**src/rtl/accum_unit_if.sv**
```systemverilog
// accum_unit_if: operation request, result handshake and status bundle for accum_unit.
interface accum_unit_if #(
  parameter int WIDTH = 32,
  parameter int CNT_W = 16
);
  logic in_valid;
  logic in_ready;
  logic [WIDTH-1:0] a;
  logic [WIDTH-1:0] b;
  logic sub;
  logic use_acc;
  logic clear;
  logic out_valid;
  logic out_ready;
  logic [WIDTH-1:0] result;
  logic ovf;
  logic [WIDTH-1:0] acc;
  logic [CNT_W-1:0] op_count;
  modport master (
    output in_valid, a, b, sub, use_acc, clear, out_ready,
    input  in_ready, out_valid, result, ovf, acc, op_count
  );
  modport slave (
    input  in_valid, a, b, sub, use_acc, clear, out_ready,
    output in_ready, out_valid, result, ovf, acc, op_count
  );
endinterface

```
**src/rtl/accum_unit.sv**
```systemverilog
// accum_unit: one-deep registered add/sub with accumulator and signed overflow flag.
// Defining ACCUM_UNIT_SAT_EN saturates result and acc on overflow instead of wrapping.
module accum_unit #(
  parameter int WIDTH = 32,
  parameter int CNT_W = 16
) (
  input logic clk,
  input logic reset,
  accum_unit_if.slave bus
);
  logic take;
  logic [WIDTH-1:0] opa;
  logic [WIDTH-1:0] opb;
  logic [WIDTH-1:0] sum;
  logic [WIDTH-1:0] res_n;
  logic ovf_n;
  assign bus.in_ready = !bus.out_valid | bus.out_ready;
  assign take = bus.in_valid & bus.in_ready;
  // a clear arriving with an accumulate operation zeroes operand A for that operation
  always_comb begin
    opa = bus.use_acc ? (bus.clear ? '0 : bus.acc) : bus.a;
    opb = bus.sub ? ~bus.b : bus.b;
    sum = opa + opb + {{(WIDTH-1){1'b0}}, bus.sub};
    ovf_n = (opa[WIDTH-1] == opb[WIDTH-1]) && (sum[WIDTH-1] != opa[WIDTH-1]);
`ifdef ACCUM_UNIT_SAT_EN
    res_n = ovf_n ? {opa[WIDTH-1], {(WIDTH-1){~opa[WIDTH-1]}}} : sum;
`else
    res_n = sum;
`endif
  end
  always_ff @(posedge clk or posedge reset) begin
    if (reset) begin
      bus.out_valid <= 1'b0;
      bus.result <= '0;
      bus.ovf <= 1'b0;
      bus.acc <= '0;
      bus.op_count <= '0;
    end else begin
      if (take) begin
        bus.result <= res_n;
        bus.ovf <= ovf_n;
        bus.acc <= res_n;
        bus.op_count <= bus.op_count + CNT_W'(1);
      end else if (bus.clear) begin
        bus.acc <= '0;
      end
      bus.out_valid <= take | (bus.out_valid & !bus.out_ready);
    end
  end
endmodule

```
**src/flat_wrapper.sv**
```systemverilog
// flat-port wrapper written by rule: the top's interface ports become plain ports
module accum_unit_flat 
#(
  parameter int WIDTH = 32,
  parameter int CNT_W = 16
)
  (clk, reset, bus_in_valid, bus_a, bus_b, bus_sub, bus_use_acc, bus_clear, bus_out_ready, bus_in_ready, bus_out_valid, bus_result, bus_ovf, bus_acc, bus_op_count);
  accum_unit_if #(.WIDTH(WIDTH), .CNT_W(CNT_W)) bus_i ();
  input logic clk;
  input logic reset;
  input wire logic [$bits(bus_i.in_valid)-1:0] bus_in_valid;
  input wire logic [$bits(bus_i.a)-1:0] bus_a;
  input wire logic [$bits(bus_i.b)-1:0] bus_b;
  input wire logic [$bits(bus_i.sub)-1:0] bus_sub;
  input wire logic [$bits(bus_i.use_acc)-1:0] bus_use_acc;
  input wire logic [$bits(bus_i.clear)-1:0] bus_clear;
  input wire logic [$bits(bus_i.out_ready)-1:0] bus_out_ready;
  output wire logic [$bits(bus_i.in_ready)-1:0] bus_in_ready;
  output wire logic [$bits(bus_i.out_valid)-1:0] bus_out_valid;
  output wire logic [$bits(bus_i.result)-1:0] bus_result;
  output wire logic [$bits(bus_i.ovf)-1:0] bus_ovf;
  output wire logic [$bits(bus_i.acc)-1:0] bus_acc;
  output wire logic [$bits(bus_i.op_count)-1:0] bus_op_count;
  assign bus_i.in_valid = bus_in_valid;
  assign bus_i.a = bus_a;
  assign bus_i.b = bus_b;
  assign bus_i.sub = bus_sub;
  assign bus_i.use_acc = bus_use_acc;
  assign bus_i.clear = bus_clear;
  assign bus_i.out_ready = bus_out_ready;
  assign bus_in_ready = bus_i.in_ready;
  assign bus_out_valid = bus_i.out_valid;
  assign bus_result = bus_i.result;
  assign bus_ovf = bus_i.ovf;
  assign bus_acc = bus_i.acc;
  assign bus_op_count = bus_i.op_count;
  accum_unit #(.WIDTH(WIDTH), .CNT_W(CNT_W)) u_core (.clk(clk), .reset(reset), .bus(bus_i));
endmodule
```
**config.mk**
```make
export PLATFORM = sky130hd
export DESIGN_NAME = accum_unit_flat
export DESIGN_NICKNAME = d
export VERILOG_FILES = /design/src/rtl/accum_unit_if.sv /design/src/rtl/accum_unit.sv /design/src/flat_wrapper.sv
export SDC_FILE = /design/constraint.sdc
export NUM_CORES = 1
export LEC_CHECK = 0
export BUFFER_PORTS_ARGS = -buffer_cell sky130_fd_sc_hd__buf_2
export CAP_MARGIN = 30
export CORE_UTILIZATION = 54
export DETAILED_ROUTE_END_ITERATION = 10
export GPL_TIMING_DRIVEN = 0
export PLACE_DENSITY = 0.89
export SYNTH_ARGS = -nofsm -noshare
export SYNTH_HDL_FRONTEND = slang
export SYNTH_SLANG_ARGS = --single-unit
```
**constraint.sdc**
```tcl
create_clock -name clk -period 3.8 [get_ports clk]
set_input_delay 0.19 -clock clk [delete_from_list [all_inputs] [get_ports clk]]
set_output_delay 0.19 -clock clk [all_outputs]
set_load 0.03 [all_outputs]
```
After elaboration in Yosys (flattened, before gate mapping)
Cells that the tools add are included.

Memories: 0. ROM bits: 0. Output and inout bits: 83. Word-level logic and storage cells: 22. Latch bits: 0. Bits in writable memories: 0. Register bits: 82.

Order comparisons: 0. Multiplexer cells: 4. Bitwise logic cells: 5. Equal/unequal tests: 2. Multipliers: 0. Shift operators: 0. Reductions and logical operators: 3. Add/subtract/negate cells: 3. Divide/modulo/power cells: 0.

Operator list (number): 2-to-1 mux 32 bit (4); adder 32 x 1 -> 32 bit (1); adder 32 bit (1); inverter 32 bit (1); adder 16 x 1 -> 16 bit (second input constant) (1); bitwise AND 1 bit (2); logical NOT 1 bit (2); bitwise OR 1 bit (2); == test 1 bit (1); logical AND 1 bit (1); inequality test 1 bit (1).

Logic depth before layout (Yosys ltp)
Gate-level depths: netlist of run 1.

Word-level depth: 6. Depth in mapped cells: 14. Mapped depth without buffers: 12.

Least setup slack after synthesis of run 1
OpenSTA, ideal clock, no wires.

Path type: input port to flip-flop. Start: in bus_sub. End: reg u_core.bus.result[16]. Data required time: 3675 ps. Path buffers: 2. Setup time: 125 ps. Arrival time: 3102 ps. Setup slack: 573 ps. Stages on the path: 12. Cell sequence: clkbuf_1 > buf_1 > xor2_1 > fa_1 > a21o_1 > a311o_1 > o211ai_1 > o21ai_1 > a21o_1 > a21oi_1 > xnor2_1 > mux2_2.

Longest elaborated chain between the ends: 3.

Ends and longest elaborated chain: start: declaration (line flat_wrapper.sv:14) `input wire logic [$bits(bus_i.sub)-1:0] bus_sub;`; 2-to-1 mux 32 bit (line accum_unit.sv:22) `opb = bus.sub ? ~bus.b : bus.b;`; adder 32 bit (line accum_unit.sv:23) `sum = opa + opb + {{(WIDTH-1){1'b0}}, bus.sub};`; adder 32 x 1 -> 32 bit (*) (line accum_unit.sv:23); end signal: assignment (line accum_unit.sv:40) `bus.result <= res_n;`; end: declaration (line accum_unit_if.sv:25) `output in_ready, out_valid, result, ovf, acc, op_count`.

Every way passes the cells marked *; elsewhere a longest branch is shown, timed or not. A chain may end at the register's enable or synchronous reset.

Worst setup path in the final report of run 1
Start: in bus_use_acc. End: reg u_core.bus.result[29].

Longest elaborated chain between the ends: 3.

Ends and longest elaborated chain: start: declaration (line flat_wrapper.sv:15) `input wire logic [$bits(bus_i.use_acc)-1:0] bus_use_acc;`; 2-to-1 mux 32 bit (line accum_unit.sv:21) `opa = bus.use_acc ? (bus.clear ? '0 : bus.acc) : bus.a;`; adder 32 bit (line accum_unit.sv:23); adder 32 x 1 -> 32 bit (line accum_unit.sv:23).

Every way passes these cells.

==> flow_summary.toml, run 1 <==
[outcome]
status = "completed"

[drt]
post_drt_wl_per_cell_microns = 17.62
routed_via_density = 5.812
vias = 5417
route.detailed.drc = 0
drt_wl_total_mm = 16.42
first_pass_iters = 4
drtIter0Drc = 359
postRouteAntennaNets = 0

[floorplanning]
placement_rows = 36
ios = 154
chipWidth_microns = 104.3
start_util_pct = 56.79
core_sq_mm = 0.009955
dieArea_sq_mm = 0.01088
die_h_microns = 104.3

[placement]
dp.cells = 915
io_buffers = 150
routabilityCongestion = 0.8948
place_hpwl_mm = 12.55

[pwr]
p_leak_uw = 0.003514
peakVddDrop_mv = 0.3670
powerDensity_mw_per_mm2 = 549.5

[setup_path]
cp.required_ns = 4.05
slowest_stage = "nor4b_1"
critical_path.max_stage_delay_ns = 0.50
crit_end = "u_core.bus.result[29]$_DFFE_PP0P_"
r2r-end = "u_core.bus.result[16]$_DFFE_PP0P_"
r2r_cells = 12
critical_path.top_delay_family = "buffers and inverters"
crit_fanout = 10
cp-end-kind = "register"
rrSetupSlack_ns = 0.49
cp.arrival_ns = 3.77
critPathBufInv = 3
crit_type = "in2reg"
start_kind = "primary input"
setup.worst_path.start = "bus_use_acc"
cp.depth = 13
r2r-start = "u_core.bus.acc[0]$_DFF_PP0_"
crit_chain = "buf_6, clkbuf_1, clkbuf_2, mux2i_1, ha_1, nand2_1, o21ai_0, a21o_1, nor4b_1, a31oi_4, a31oi_1, xor2_1, o21ai_1"

[timing]
fmax_mhz = 283.9
setup_viol = 0
fin_crit_sh_pct = 92.69
max_slew_margin_pct = 46.86
finalClockSkew_ns = 0.01972
drv_slew = 0
period_needed_ns = 3.522
hold_violations = 0
tightest_slew_ns = 0.7971
rsz0062_at_grt = "false"

[synthesis]
synth_area_leader_cell = "dfrtp_1"
ys_seq_area_share_pct = 36.30
synth_edf_count = 0
syn_area_per_cell_sq_um = 8.959
post-synth-top-count-cell = "nand2_1"
ys_types = 54
yosys_warnings = 0
syn_area_sq_mm = 0.005653
ys.flop_type = "dfrtp_1"
synth.area.top_cells = "dfrtp_1, nand2_1, ha_1"
synthArstFlopShare_pct = 100.0
syn-instance-count = 631
ys_top_cells_by_count = "nand2_1, dfrtp_1, xor2_1"
synth.net_count = 734
yosysTopAreaCellShare_pct = 36.30
ys_ff_latch = 82

[grt]
overflow = 0
grt_max_degree = 53
track_usage_pct = 31.29
antenna_found_initial = 0
grt_pass1_wl_mm = 26.90
grt_pass1_vias = 5396

[layout]
utilization_pct = 68.29
fin_nets = 897
fin_cells = 932
area_growth_pct = 20.25
drive_gt1_share_pct = 27.91
diodes = 0
fillCellCount = 782

[clock_network]
cts_buffer_depth = 2
numCtsBuffers = 9
cts_sinks = 82
root_buffer = "clkbuf_8"
clk_pin_slew_ns = 0.11
cts_tree = "done"
htree_num_levels = 3
clk_latency_ns = 0.37

[worst_hold_path]
holdCritPathClass = "in2reg"
hold_depth = 2

[job]
drv_cap = 0
[where the power goes]
group	switching [uW]	leakage, uW	total (uW)	internal [uW]
sequential	167	0.00104	1270	1100
clock	364	0.0000937	627	263
combinational	1210	0.00238	1840	629
[layout by cell type (no fill, tap or decap), types with 9 or more instances in the layout]
| cell type | n |
|---|---|
| a21o_1 | 15 |
| a21oi_1 | 36 |
| a31o_2 | 23 |
| and3_1 | 9 |
| buf_2 | 150 |
| clkbuf_1 | 20 |
| clkbuf_8 | 10 |
| dfrtp_1 | 82 |
| ha_1 | 31 |
| mux2_2 | 19 |
| nand2_1 | 112 |
| nand3_1 | 28 |
| nor2_1 | 27 |
| nor2b_1 | 31 |
| o21ai_0 | 20 |
| o21ai_1 | 9 |
| xnor2_1 | 28 |
| xor2_1 | 44 |
[flip-flops by register name, summed over array words and instances, names as in the netlist]
register	cells
u_core.bus.acc	32
u_core.bus.op_count	16
u_core.bus.out_valid	1
u_core.bus.ovf	1
u_core.bus.result	32
[layout make-up]
cell class / instances / area, sq um / area share [%]
multi-input combinational: 511 / 3443 / 50.65
sequential: 82 / 2052 / 30.19
timing repair buffer: 152 / 788.3 / 11.60
tap: 133 / 166.4 / 2.448
clock buffer: 10 / 137.6 / 2.025
buffer: 28 / 122.6 / 1.804
clock inverter: 6 / 47.55 / 0.6994
inverter: 10 / 40.04 / 0.5890
[worst reg2reg max path, stage by stage, from the launching register on]
cell      delay, ns
dfrtp_1        0.44
nand3b_4       0.12
and3_1         0.17
nor2_1         0.06
fa_1           0.40
a21o_1         0.22
a311o_1        0.35
o211ai_1       0.21
o21ai_1        0.30
a21o_1         0.24
a21oi_1        0.29
xnor2_1        0.15
mux2_2         0.28
[how the worst min path moves through the flow]
stage	slack, ns	start	to
global placement	0.40	bus_in_valid	u_core.bus.out_valid$_DFF_PP0_
finish	0.06	bus_in_valid	u_core.bus.out_valid$_DFF_PP0_
floorplan	0.30	bus_in_valid	u_core.bus.out_valid$_DFF_PP0_
CTS	0.06	bus_in_valid	u_core.bus.out_valid$_DFF_PP0_
detailed placement	0.23	reset	u_core.bus.op_count[15]$_DFFE_PP0P_
global route	0.06	bus_in_valid	u_core.bus.out_valid$_DFF_PP0_
[kinds of logic (layout without fill, tap and decap cells)]
family / after synthesis / after routing / share of synthesized area [%]
buffers and inverters: 38 / 206 / 2.789
multiplexers: 23 / 23 / 4.493
AO/OA/AOI/OAI: 140 / 140 / 17.26
flip-flops: 82 / 82 / 36.30
AND/OR/NAND/NOR: 244 / 244 / 20.78
adder cells (fa/ha/maj): 32 / 32 / 7.216
XOR/XNOR: 72 / 72 / 11.16
[through the flow]
stage	hold slack [ns]	setup TNS, ns	worst slack, ns	cell area [sq um]	power, uW
2_1_floorplan	0.2984	0	0.5734	5653	2566
3_3_place_gp	0.4049	-1.751	-0.1879	6570	3050
3_5_place_dp	0.2322	-2.258	-0.2168	6600	3102
4_1_cts	0.05564	0	0.1782	6795	3731
5_1_grt	0.05737	0	0.09726	6798	3949
6_report	0.06292	0	0.2778	6798	3736
[per-layer routing]
metal	GRT usage (%)	part of all wire, %
met1	41.32	43
met2	52.51	48
met3	5.326	7.4
met4	9.184	1.7
met5	0	0
[repair_timing]
item,in CTS,in global routing
setup endpoints to repair,0,11
gates resized for setup,0,4
buffers inserted,0,0
hold buffers,1,0
endpoints found under the hold margin,30,0
(Power assumes the default switching activity.)
==> run 2: changes to the inputs <==
==> constraint.sdc (replaced) <==
create_clock -name clk -period 3.8 [get_ports clk]
set_input_delay 0.76 -clock clk [delete_from_list [all_inputs] [get_ports clk]]
set_output_delay 0.76 -clock clk [all_outputs]
set_load 0.03 [all_outputs]
==> flow_summary.toml, run 2 (synthesis gave the netlist of run 1 again) <==
[drt]
post_drt_wl_per_cell_microns = 17.62
drtIter0Drc = 355
routed_via_density = 5.841
route.detailed.drc = 0
postRouteAntennaNets = 0
drt_wl_total_mm = 16.39
first_pass_iters = 4
vias = 5432

[grt]
grt_pass1_vias = 5394
grt_pass1_wl_mm = 26.88
track_usage_pct = 31.26
overflow = 0
antenna_found_initial = 0
grt_max_degree = 53

[pwr]
peakVddDrop_mv = 0.3675
powerDensity_mw_per_mm2 = 549.5
total_power_uw = 3745
p_leak_uw = 0.003534

[worst_hold_path]
holdCritPathClass = "in2async"

[clock_network]
cts_sinks = 82
cts_resized = 9
htree_num_levels = 3
clk_pin_slew_ns = 0.10
cts_setup_buffers = 0
cts_buffer_depth = 2
root_buffer = "clkbuf_8"
cts_tree = "done"
numCtsBuffers = 9
clk_latency_ns = 0.37
hold_buffers = 0

[timing]
rsz0062_at_grt = "false"
max_slew_margin_pct = 49.47
hold_violations = 0
drv_slew = 0
tightest_slew_ns = 0.7579
fin_crit_sh_pct = 98.35
fmax_mhz = 267.6
finalClockSkew_ns = 0.01763
period_needed_ns = 3.737
setup_viol = 0

[outcome]
status = "completed"

[floorplanning]
chipWidth_microns = 104.3
dieArea_sq_mm = 0.01088
ios = 154
core_sq_mm = 0.009955
placement_rows = 36
die_h_microns = 104.3
start_util_pct = 56.79

[setup_path]
slowest_stage = "fa_1"
cp.required_ns = 4.06
critical_path.max_stage_delay_ns = 0.42
critPathBufInv = 3
cp-end-kind = "register"
crit_type = "in2reg"
rrSetupSlack_ns = 0.59
crit_chain = "buf_6, clkbuf_2, buf_2, a31o_2, fa_1, a21o_1, a311o_1, o211ai_1, o21ai_0, a21oi_1, o21ai_1, xor2_1, mux2_2"
crit_fanout = 10
cp.arrival_ns = 4.00
start_kind = "primary input"
critical_path.top_delay_family = "compound AO/OA/AOI/OAI gates"

[layout]
drive_gt1_share_pct = 29.36
diodes = 0
fin_nets = 895
area_growth_pct = 20.56
final_common_cell = "buf_2"
fillCellCount = 780
largestRegisters = "u_core.bus.acc x32, u_core.bus.result x32, u_core.bus.op_count x16"
layout_common_cells = "buf_2, nand2_1, dfrtp_1"
final_cell_area_sq_mm = 0.006815

[placement]
dpl_cell_area_sq_mm = 0.006600
routabilityCongestion = 0.8948
io_buffers = 150
place_hpwl_mm = 12.55

[job]
drv_cap = 0
-- run 2: changes by cell type in the layout (fill, tap and decap cells not counted), moves of 2 or more --
cell	previous run	this run
buf_1	4	2
buf_2	150	153
clkbuf_1	20	14
clkbuf_2	2	5
-- run 2: report_power, final --
group,internal [uW],switching (uW),leakage [uW]
combinational,634,1210,0.00240
clock,263,364,0.0000937
sequential,1100,168,0.00104
-- run 2: cell type report --
type	count	area [sq um]	share of cell area, %
clock inverter	6	47.55	0.6976
timing repair buffer	151	778.2	11.42
tap	133	166.4	2.442
clock buffer	10	137.6	2.019
sequential	82	2052	30.11
inverter	10	40.04	0.5875
buffer	27	130.1	1.909
multi-input combinational	511	3463	50.82
-- run 2: routing by layer --
layer	routed length, microns	global-route usage (%)
met1	7056	41.24
met2	7891	52.46
met3	1185	5.388
met4	254	9.184
met5	0	0
-- run 2: per-stage QoR --
step	setup TNS [ns]	std cells	utilization, %	hold WS [ns]	setup slack (ns)
after global routing	0	930	68.46	0.4135	0.001265
after CTS	0	931	68.30	0.3961	0.02571
after detailed placement	-20.36	915	66.30	0.4585	-0.7868
final	0	930	68.46	0.3871	0.06264
after floorplan	0	631	-	0.6503	0.003405
after global placement	-19.10	914	66.00	0.4538	-0.7579
-- run 2: path summary, 6_finish.rpt --
| path | cells past startpoint | from | endpoint |
|---|---|---|---|
| worst max-delay path | 13 | bus_use_acc | u_core.bus.acc[20]$_DFF_PP0_ |
| worst min-delay path | 2 | reset | u_core.bus.op_count[15]$_DFFE_PP0P_ |
| worst max register to register | 12 | u_core.bus.acc[0]$_DFF_PP0_ | u_core.bus.acc[20]$_DFF_PP0_ |
| worst min register to register | 2 | u_core.bus.result[4]$_DFFE_PP0P_ | u_core.bus.result[4]$_DFFE_PP0P_ |
| max in group asynchronous | 3 | reset | u_core.bus.acc[19]$_DFF_PP0_ |
| min in group clk | 2 | u_core.bus.result[4]$_DFFE_PP0P_ | u_core.bus.result[4]$_DFFE_PP0P_ |
==> run 3: changes to the inputs <==
--- a/config.mk
+++ b/config.mk
@@ -9,7 +9,6 @@
 export CAP_MARGIN = 30
 export CORE_UTILIZATION = 54
 export DETAILED_ROUTE_END_ITERATION = 10
-export GPL_TIMING_DRIVEN = 0
 export PLACE_DENSITY = 0.89
 export SYNTH_ARGS = -nofsm -noshare
 export SYNTH_HDL_FRONTEND = slang
==> flow_summary.toml, run 3 (synthesis gave the netlist of run 1 again) <==
[pwr]
swShare_pct = 46.25
total_power_uw = 3779
switching_power_uw = 1748
power_frac_seq_pct = 33.9
p_int_uw = 2031
peakVddDrop_mv = 0.3354
powerDensity_mw_per_mm2 = 544.5
p_comb_share_pct = 49.5
p_leak_uw = 0.003627
p_clk_share_pct = 16.6

[timing]
setup_viol = 0
rsz0062_at_grt = "false"
max_slew_margin_pct = 63.63
hold_violations = 0
drv_slew = 0
fmax_mhz = 290.3
tightest_slew_ns = 0.5419
fin_setup_tns_ns = 0
fin_crit_sh_pct = 90.65
finalClockSkew_ns = 0.01447
period_needed_ns = 3.445

[floorplanning]
die_h_microns = 104.3
chipWidth_microns = 104.3
ios = 154
start_util_pct = 56.79
placement_rows = 36
core_sq_mm = 0.009955
dieArea_sq_mm = 0.01088

[clock_network]
cts_buffer_depth = 2
clk_pin_slew_ns = 0.10
cts_tree = "done"
cts_setup_buffers = 0
clk_latency_ns = 0.38
hold_buffers = 0
numCtsBuffers = 9
htree_num_levels = 3
cts_resized = 0
root_buffer = "clkbuf_8"
cts_sinks = 82

[setup_path]
cp-end-kind = "register"
critical_path.max_stage_delay_ns = 0.42
critical_path.top_delay_family = "compound AO/OA/AOI/OAI gates"
cp.required_ns = 4.07
r2r_cells = 12
cp.arrival_ns = 3.71
r2r-end = "u_core.bus.result[16]$_DFFE_PP0P_"
critPathBufInv = 2
crit_path_frequent_cell = "a21o_1"
crit_fanout = 8
crit_type = "in2reg"
rrSetupSlack_ns = 0.58
r2r-start = "u_core.bus.acc[0]$_DFF_PP0_"
slowest_stage = "fa_1"
start_kind = "primary input"
crit_chain = "buf_2, buf_12, nand3b_4, and3_1, nor2_1, fa_1, a21o_1, a311o_1, o211ai_1, o21ai_1, a21o_1, a21oi_1, xnor2_1, mux2_2"

[placement]
io_buffers = 153
routabilityCongestion = 0.9239
place_hpwl_mm = 12.12

[drt]
route.detailed.drc = 0
drtIter0Drc = 425
routed_via_density = 5.697
first_pass_iters = 5
postRouteAntennaNets = 0
post_drt_wl_per_cell_microns = 17.18
drt_wl_total_mm = 16.03
vias = 5315

[grt]
grt_pass1_wl_mm = 25.63
antenna_found_initial = 0
track_usage_pct = 29.72
grt_use_met1_pct = 39.15
top_usage_layer = "met2"
overflow = 0
grt_max_degree = 57
grt_util_met2_pct = 50.19
met3_usage_pct = 5.326
grt_pass1_vias = 5279

[layout]
drive_gt1_share_pct = 31.25
diodes = 0
utilization_pct = 69.71
area_growth_pct = 22.75
fin_nets = 898
final_common_cell = "buf_2"
largestRegisters = "u_core.bus.acc x32, u_core.bus.result x32, u_core.bus.op_count x16"
layout_common_cells = "buf_2, nand2_1, dfrtp_1"

[job]
drv_cap = 0

[worst_hold_path]
holdCritPathClass = "in2async"

[outcome]
status = "completed"
run 3: cell types whose count changed in the layout (fill, tap and decap cells not counted), moves of 2 or more:
cell      delta
buf_6        -2
clkbuf_2     -5
buf_1        -2
buf_12       +3
clkinv_2     +2
buf_4       +23
clkbuf_1    -14
run 3: worst reg2reg max path, cell delays in order, from the launching register on:
cell and delay [ns]:
dfrtp_1 0.45, nand3b_4 0.14, and3_1 0.19, nor2_1 0.07, fa_1 0.42, a21o_1 0.23
a311o_1 0.35, o211ai_1 0.13, o21ai_1 0.26, a21o_1 0.24, a21oi_1 0.26, xnor2_1 0.12
mux2_2 0.27
run 3: final cells by class:
class,count,area [sq um]
clock inverters,6,45.04
well taps,133,166.4
inverters,10,38.79
flip-flops and latches,82,2052
repair buffers,181,1054
clock buffers,10,137.6
multi-input cells,511,3446
fillers,801,3015
run 3: how the worst max path moves through the flow:
stage / slack (ns) / from / cells after the start / to
floorplan: 0.003 / bus_sub / 12 / u_core.bus.result[16]$_DFFE_PP0P_
global placement: 0.1 / bus_use_acc / 13 / u_core.bus.acc[16]$_DFF_PP0_
detailed placement: 0.02 / bus_use_acc / 13 / u_core.bus.acc[16]$_DFF_PP0_
CTS: 0.40 / bus_use_acc / 13 / u_core.bus.result[16]$_DFFE_PP0P_
global route: 0.23 / bus_use_acc / 14 / u_core.bus.acc[18]$_DFF_PP0_
finish: 0.36 / bus_use_acc / 14 / u_core.bus.result[16]$_DFFE_PP0P_
run 3: power by group through the flow:
stage          logic [uW]  registers, uW  clock network [uW]
2_1_floorplan         834           1730                   0
3_3_place_gp         1820           1270                   0
3_5_place_dp         1850           1290                   0
4_1_cts              1860           1280                 627
5_1_grt              2010           1310                 667
6_report             1870           1280                 627
run 3: metal layers:
metal | up-vias | wire length, microns
met1 | 2531 | 7110
met2 | 210 | 7676
li1 | 2546 | -
met3 | 28 | 924
met4 | 0 | 315
met5 | - | 0
run 3: through the flow:
stage | cell area [sq um] | hold slack [ns] | instances | setup slack [ns]
floorplan | 5653 | 0.6503 | 631 | 0.003405
global placement | 6701 | 0.4541 | 915 | 0.09584
detailed placement | 6729 | 0.4570 | 916 | 0.02253
CTS | 6912 | 0.3222 | 932 | 0.4048
global route | 6939 | 0.3257 | 933 | 0.2261
finish | 6939 | 0.3201 | 933 | 0.3554
